==> src/rtl/md_hilo_ctrl.sv <==
// md_hilo_ctrl: HI/LO owner and mul/div engine sequencer; MD_FASTMUL_EN computes MULT/MULTU in-block
module md_hilo_ctrl #(
  parameter int TIMEOUT = 64,
  parameter int CNT_W   = 7
) (
  input  logic        clk_i,
  input  logic        rst_ni,
  input  logic        issue_i,
  input  logic [2:0]  op_i,
  input  logic [31:0] rs_i,
  input  logic [31:0] rt_i,
  input  logic        flush_i,
  output logic        stall_o,
  output logic [31:0] rd_data_o,
  output logic        eng_start_o,
  output logic [1:0]  eng_sel_o,
  output logic [31:0] eng_a_o,
  output logic [31:0] eng_b_o,
  input  logic        eng_done_i,
  input  logic [31:0] eng_hi_i,
  input  logic [31:0] eng_lo_i,
  output logic [31:0] hi_o,
  output logic [31:0] lo_o,
  output logic        div0_o,
  output logic        err_o
);
  typedef enum logic [1:0] {S_IDLE, S_START, S_WAIT, S_DONE} state_e;
  state_e state_q;
  logic [CNT_W-1:0] cnt_q;
  logic [31:0] hi_q, lo_q, a_q, b_q;
  logic [1:0] sel_q;
  logic start_q, div0_q, err_q;
  logic is_div, rt_zero, use_eng, idle_issue, accept;
  assign is_div     = op_i[2:1] == 2'b01;
  assign rt_zero    = rt_i == 32'd0;
  assign idle_issue = state_q == S_IDLE && issue_i && !flush_i;
`ifdef MD_FASTMUL_EN
  logic is_mul;
  logic [63:0] prod;
  assign is_mul  = op_i[2:1] == 2'b00;
  assign prod    = {{32{~op_i[0] & rs_i[31]}}, rs_i} * {{32{~op_i[0] & rt_i[31]}}, rt_i};
  assign use_eng = is_div;
`else
  assign use_eng = !op_i[2];
`endif
  assign accept      = idle_issue && use_eng && !(is_div && rt_zero);
  assign stall_o     = !flush_i && (accept || state_q == S_START || state_q == S_WAIT);
  assign rd_data_o   = op_i == 3'b110 ? hi_q : op_i == 3'b111 ? lo_q : 32'd0;
  assign eng_start_o = start_q;
  assign eng_sel_o   = sel_q;
  assign eng_a_o     = a_q;
  assign eng_b_o     = b_q;
  assign hi_o        = hi_q;
  assign lo_o        = lo_q;
  assign div0_o      = div0_q;
  assign err_o       = err_q;
  // Sequencer: accept ops, run the engine handshake with timeout, own HI/LO
  always_ff @(posedge clk_i or negedge rst_ni) begin
    if (!rst_ni) begin
      state_q <= S_IDLE;
      cnt_q   <= '0;
      hi_q    <= '0;
      lo_q    <= '0;
      a_q     <= '0;
      b_q     <= '0;
      sel_q   <= '0;
      start_q <= 1'b0;
      div0_q  <= 1'b0;
      err_q   <= 1'b0;
    end else begin
      start_q <= 1'b0;
      div0_q  <= 1'b0;
      err_q   <= 1'b0;
      if (flush_i) state_q <= S_IDLE;
      else case (state_q)
        S_IDLE: if (issue_i) begin
          if (accept) begin
            a_q     <= rs_i;
            b_q     <= rt_i;
            sel_q   <= op_i[1:0];
            start_q <= 1'b1;
            state_q <= S_START;
          end
          if (is_div && rt_zero) div0_q <= 1'b1;
          if (op_i == 3'b100) hi_q <= rs_i;
          if (op_i == 3'b101) lo_q <= rs_i;
`ifdef MD_FASTMUL_EN
          if (is_mul) {hi_q, lo_q} <= prod;
`endif
        end
        S_START: begin
          cnt_q   <= '0;
          state_q <= S_WAIT;
        end
        S_WAIT: if (eng_done_i) begin
          hi_q    <= eng_hi_i;
          lo_q    <= eng_lo_i;
          state_q <= S_DONE;
        end else if (cnt_q == CNT_W'(TIMEOUT - 1)) begin
          err_q   <= 1'b1;
          state_q <= S_DONE;
        end else cnt_q <= cnt_q + 1'b1;
        default: state_q <= S_IDLE;
      endcase
    end
  end
endmodule

==> config.mk <==
export PLATFORM = sky130hd
export DESIGN_NAME = md_hilo_ctrl
export DESIGN_NICKNAME = d
export VERILOG_FILES = /design/src/rtl/md_hilo_ctrl.sv
export SDC_FILE = /design/constraint.sdc
export NUM_CORES = 1
export LEC_CHECK = 0
export ABC_CLOCK_PERIOD_IN_PS = 2500
export CAP_MARGIN = 15
export CORE_ASPECT_RATIO = 0.9
export CORE_MARGIN = 2
export CORE_UTILIZATION = 41
export CTS_CLUSTER_DIAMETER = 50
export DETAILED_ROUTE_END_ITERATION = 8
export DONT_BUFFER_PORTS = 1
export SLEW_MARGIN = 20
export SYNTH_ARGS = -nofsm -noshare
export SYNTH_HDL_FRONTEND = slang
export SYNTH_SLANG_ARGS = --single-unit
==> constraint.sdc <==
create_clock -name clk_i -period 2.5 [get_ports clk_i]
set_clock_uncertainty 0.15 [all_clocks]
set_input_delay 0.5 -clock clk_i [delete_from_list [all_inputs] [get_ports clk_i]]
set_output_delay 0.5 -clock clk_i [all_outputs]
set_load 0.1 [all_outputs]
Word-level counts from Yosys, hierarchy flattened --
Cells that the tools add are included.
Word-level totals: flip-flop bits (word level) 142, logic and storage cells 80
Operators by class: add/sub/neg operators 1, eq/ne operators 17, mux-type cells 31, bitwise logic cells 1, reduce and logical (&&, ||, !) cells 20
Operators by type and width (number):
- two-way mux 32 bit | 8
- case mux 32 bit (2 select lines) | 2
- zero test 32 bit | 1
- two-way mux 7 bit | 2
- case mux 7 bit (2 select lines) | 1
- equality test 3 bit, second input constant | 4
- two-way mux 1 bit | 12
- two-way mux 2 bit | 5
- AND reduction 5 bit | 2
- inequality test 2 bit, second input constant | 4
- AND reduction 4 bit | 2
- adder 7 x 1 -> 7 bit, second input constant | 1
- equality test 7 x 6 -> 1 bit, second input constant | 1
- logical AND 1 bit | 6
- inequality test 3 bit, second input constant | 2
- case mux 2 bit (3 select lines) | 1
- equality test 2 x 1 -> 1 bit, second input constant | 2
- inequality test 2 x 1 -> 1 bit, second input constant | 2
- inequality test 4 x 3 -> 1 bit, second input constant | 1
- nonzero test 2 bit | 2
- zero test 1 bit | 3
- AND reduction 3 bit | 1
- equality test 2 bit, second input constant | 1
- zero test 2 bit | 1
- 2 further kinds | 3

Logic depth before layout (Yosys ltp) --
word-level depth 9, mapped depth 11, gate-level depth less buffers 7

Least setup slack after synthesis --
OpenSTA, ideal clock, no wires.
kind flip-flop to output port, start register state_q[0], end output port stall_o, arrival 3.644 ns, data required time 1.850 ns, slack -1.794 ns, stages on the path, launching flop included 8, path buffers 3, cell sequence dfrtp_1 > inv_1 > ha_1 > clkbuf_1 > clkbuf_1 > clkbuf_1 > nor2_1 > o21ai_0
Between the ends: cells in the longest elaborated chain, start to end 8, elaborated cells on any way between the ends 10, those cells by class eq/ne: 2; reduce/logical: 8
RTL lines:
- start, declared | line 28 | state_e state_q;
- start signal, assigned | line 60 | state_q <= S_IDLE;
- start signal, assigned | line 74 | if (flush_i) state_q <= S_IDLE;
- start signal, assigned | line 82 | state_q <= S_START;
- zero test 2 bit | line 36 | assign idle_issue = state_q == S_IDLE && issue_i && !flush_i;
- logical AND 1 bit (2 in a row) | line 36
- logical AND 1 bit (2 in a row) | line 46 | assign accept = idle_issue && use_eng && !(is_div && rt_zero);
- logical OR 1 bit | line 47 | assign stall_o = !flush_i && (accept || state_q == S_START || state_q == S_WAIT);
- logical OR 1 bit (*) | line 47
- logical AND 1 bit (*) | line 47
- end, declared | line 13 | output logic stall_o,
Every way passes the cells marked *; elsewhere a longest branch is shown, timed or not.

Worst setup path after layout --
start register state_q[1], end output port stall_o
The elaborated chain is that of the path after synthesis.

==> metrics.sh <==
CHIPWIDTH_MICRONS=135
DPL.CELL_COUNT=851
CRITICAL_PATH.REG2REG.ENDPOINT='cnt_q[5]$_DFFE_PN0P_'
FINAL.HOLD.WORST_SLACK_NS=-0.378
RUN_STATUS='finished, violations left'
MAXSLEWHEADROOM_PCT=36.4
LAYOUT-DRIVE-GT1-SHARE_PCT=38.2
POST-ROUTE-DRC-COUNT=0
VIASPERCELL=5.49
YS_TOP_CELLS_BY_AREA='sky130_fd_sc_hd__dfrtp_1 56%, sky130_fd_sc_hd__mux2_2 10%, sky130_fd_sc_hd__a21oi_1 10%'
TRACK_USAGE_PCT=21.5
FLOORPLAN.INITIALDENSITY_PCT=41.6
IOS=302
TIMING.RR.START='state_q[0]$_DFFE_PN0P_'
FIN_CRIT_SH_PCT=97.2
DETAIL_ROUTE.ITER0.VIOLATIONS=187
CLKSLEWWORSTSETUPHOLDPATHS_NS=0.06
SYNTH.YOSYS.SEQ_AREA_SHARE_PCT=55.7
FP.COREAREA_SQ_UM=15300
SYNTH.LIB_CELLS_USED.DISTINCT=39
HOLD_PATH_CLASS='in -> async'
SYN-INSTANCE-COUNT=576
SYNTH.TOP_CELL.AREA_SHARE_PCT=55.7
MAXCLOCKFREQUENCY_MHz=411
DIE_EXTENT_IN_Y_MICRONS=122
DESIGN.DIE.AREA_SQ_UM=16600
NUMBER_OF_GLOBAL_ROUTE_VIAS_BEFORE_REPAIR=5132
ANTENNA_FOUND_INITIAL=0
WORST_SETUP_PATH_END_KIND='output pin'
TRITONCTS_NUM_SINKS=142
LAYOUT.CELLS.MOST_COMMON='sky130_fd_sc_hd__dfrtp_1'
CRIT_PATH_MAX_FANOUT=2
PLACEMENT.IO_BUFFERS=0
GRT_MAX_DEGREE=143
CTS_ROOT_BUFFER='sky130_fd_sc_hd__clkbuf_16'
CRIT_PATH_START_KIND='flip-flop'
REPORT.FINAL.SETUP_VIOL=0
NUM_ROWS=43
RSZ0062_AT_GRT='yes'
WORST_SKEW_PAIR.LATE_LATENCY_NS=0.42
POST-ROUTE-CELL-AREA_SQ_UM=8540
LAYOUT-AREA-OVERHEAD-VS-SYNTH_PCT=33.8
CTS_HOLD_BUFFERS=1
FINALWORSTPATHREQUIREDPERIOD_NS=2.43
FIRST_DRT_PASS_ITERATION_COUNT=6
SYNTH.FF_LATCH_COUNT=142
VIA_COUNT=4900
ROUTABILITYCONGESTION=0.766
REG2REG_SLACK_NS=0.30
CTS_MAX_PATH_BUFFERS=2
MAPPEDNETLISTNETS=716
ROUTE.DETAILED.WL_PER_INST_MICRONS=20.3
TOP_LIBRARY_CELLS_BY_USAGE_IN_THE_LAYOUT_FILL_AND_TAPS_ASIDE='142 x sky130_fd_sc_hd__dfrtp_1, 132 x sky130_fd_sc_hd__a21oi_1, 82 x sky130_fd_sc_hd__buf_4, 70 x sky130_fd_sc_hd__nor2_1, 59 x sky130_fd_sc_hd__mux2_2'
ANT_NETS=0
TIMING.REG2REG.WORST_PATH_DEPTH=8
POSTROUTEWIRELENGTH_MICRONS=18100
GLOBALROUTEOVERFLOWTOTAL=0
FAILED_CHECKS='negative hold slack'
PLACED_AREA_SQ_UM=7820
SLEW_AT_THE_PIN_WITH_THE_WORST_MAX_SLEW_SLACK_NS=0.954
FINALMAXSLEWVIOLATIONS=0
SYNTH_WARNINGS=0
SYN-MEAN-INSTANCE-AREA_SQ_UM=11.1
CRITPATHKIND='reg -> out'
GRT_FIRST_PASS_WIRELENGTH_MICRONS=27100
CAP_VIOL_MAX_COUNT=0
CTS_TREE='done'
UTILIZATION_PCT=55.7
YOSYSTOPAREACELL='sky130_fd_sc_hd__dfrtp_1'
NUM-NETS-FINAL=816
NUMBER_OF_STANDARD_CELLS_IN_THE_LAYOUT_TAPS_IN_AND_FILLERS_OUT=892
CTS_BUFFERS=17
FINAL_HOLD_VIOL_COUNT=142
CTSHTREEMAXLEVEL=4
CP_DATA_ARRIVAL_TIME_NS=1.78
DPL.HPWL_MICRONS=12800
WORSTPATHREQUIRED_NS=1.85
SYNTH.CELL_AREA_SQ_UM=6380
## worst max-delay path by stage
stage | slack, ns | cells after the start | endpoint | start
floorplan | -0.03 | 7 | stall_o | rt_i[4]
global placement | 0.14 | 5 | eng_a_o[19]$_DFFE_PN0P_ | rt_i[4]
detailed placement | 0.1 | 5 | eng_a_o[21]$_DFFE_PN0P_ | rt_i[4]
CTS | 0.02 | 7 | stall_o | state_q[1]$_DFFE_PN0P_
global route | -0.04 | 7 | stall_o | state_q[1]$_DFFE_PN0P_
finish | 0.07 | 7 | stall_o | state_q[1]$_DFFE_PN0P_
## kinds of logic (layout without fill, tap and decap cells)
kind of cell	count (synthesis)	in the layout	synth area share (%)
AND/OR/NAND/NOR	141	141	11.0
flip-flops	142	142	55.7
buffers and inverters	44	157	3.59
AO/OA/AOI/OAI	175	175	16.3
other	0	1	0
adder cells (fa/ha/maj)	4	4	0.784
multiplexers	66	66	12.1
XOR/XNOR	4	4	0.549
## flip-flops by register name, summed over array words and instances (netlist names)
register / cells
eng_a_o: 32
eng_b_o: 32
hi_o: 32
lo_o: 32
cnt_q: 7
eng_sel_o: 2
state_q: 2
div0_o: 1
eng_start_o: 1
err_o: 1
## worst max-delay path, cell delays in order, from the launching register on
cell,delay [ns]
sky130_fd_sc_hd__dfrtp_1,0.40
sky130_fd_sc_hd__inv_2,0.08
sky130_fd_sc_hd__ha_4,0.12
sky130_fd_sc_hd__nor2b_4,0.14
sky130_fd_sc_hd__nand3b_1,0.13
sky130_fd_sc_hd__a31o_4,0.24
sky130_fd_sc_hd__o21ai_4,0.07
sky130_fd_sc_hd__buf_12,0.19
## Yosys cell counts
master	n
sky130_fd_sc_hd__dfrtp_1	142
sky130_fd_sc_hd__a21oi_1	132
sky130_fd_sc_hd__nor2_1	71
sky130_fd_sc_hd__mux2_2	59
sky130_fd_sc_hd__nor2b_1	34
sky130_fd_sc_hd__a22o_1	32
sky130_fd_sc_hd__clkbuf_1	26
sky130_fd_sc_hd__mux2_4	7
sky130_fd_sc_hd__and3_1	6
sky130_fd_sc_hd__nand2_1	6
sky130_fd_sc_hd__nor4_1	6
sky130_fd_sc_hd__buf_4	5
sky130_fd_sc_hd__inv_1	5
sky130_fd_sc_hd__buf_2	4
sky130_fd_sc_hd__ha_1	4
sky130_fd_sc_hd__nand2b_1	4
sky130_fd_sc_hd__xor2_1	4
sky130_fd_sc_hd__a21oi_2	3
sky130_fd_sc_hd__buf_12	2
sky130_fd_sc_hd__nand3_1	2
sky130_fd_sc_hd__nand3b_1	2
sky130_fd_sc_hd__nand4_1	2
sky130_fd_sc_hd__o21ai_0	2
sky130_fd_sc_hd__a21o_1	1
sky130_fd_sc_hd__a311oi_2	1
sky130_fd_sc_hd__a31o_1	1
sky130_fd_sc_hd__and2_1	1
sky130_fd_sc_hd__and4_1	1
sky130_fd_sc_hd__buf_1	1
sky130_fd_sc_hd__buf_6	1
sky130_fd_sc_hd__nor3_1	1
sky130_fd_sc_hd__nor3_2	1
sky130_fd_sc_hd__nor3b_1	1
sky130_fd_sc_hd__nor4b_1	1
sky130_fd_sc_hd__o21a_1	1
sky130_fd_sc_hd__o21ba_2	1
sky130_fd_sc_hd__o2bb2ai_2	1
sky130_fd_sc_hd__or3b_2	1
sky130_fd_sc_hd__or4_1	1
## through the flow
step                setup TNS, ns  setup slack (ns)
finish                          0            0.0692
global route              -0.0397           -0.0397
CTS                             0            0.0229
detailed placement              0            0.0951
global placement                0             0.140
floorplan                 -0.0316           -0.0316
## area by class of cell
class / count / area (sq um)
diodes: 1 / 2.50
clock buffers: 17 / 425
clock inverters: 15 / 210
fillers: 1276 / 6790
inverters: 5 / 18.8
multi-input cells: 390 / 2710
flip-flops and latches: 142 / 3550
well taps: 202 / 253
repair buffers: 120 / 1370
## timing repair
| action | 4_1_cts | 5_1_grt |
|---|---|---|
| setup endpoints to repair | 1 | 1 |
| setup buffers | 6 | 1 |
| resized for setup | 4 | 1 |
| hold endpoints to repair | 143 | 142 |
| pin swaps | 1 | 1 |
| gates cloned | 0 | 0 |
## routing by layer
metal | track usage, % | share of wire (%) | wire, microns
met1 | 24.1 | 38 | 6870
met2 | 37.7 | 52 | 9370
met3 | 7.52 | 8.2 | 1480
met4 | 8.20 | 1.9 | 343
met5 | 0 | 0 | 0
Power is left out: the tool's default activity adds up to more than one toggle a clock period on the data nets, which glitch-free logic cannot reach.
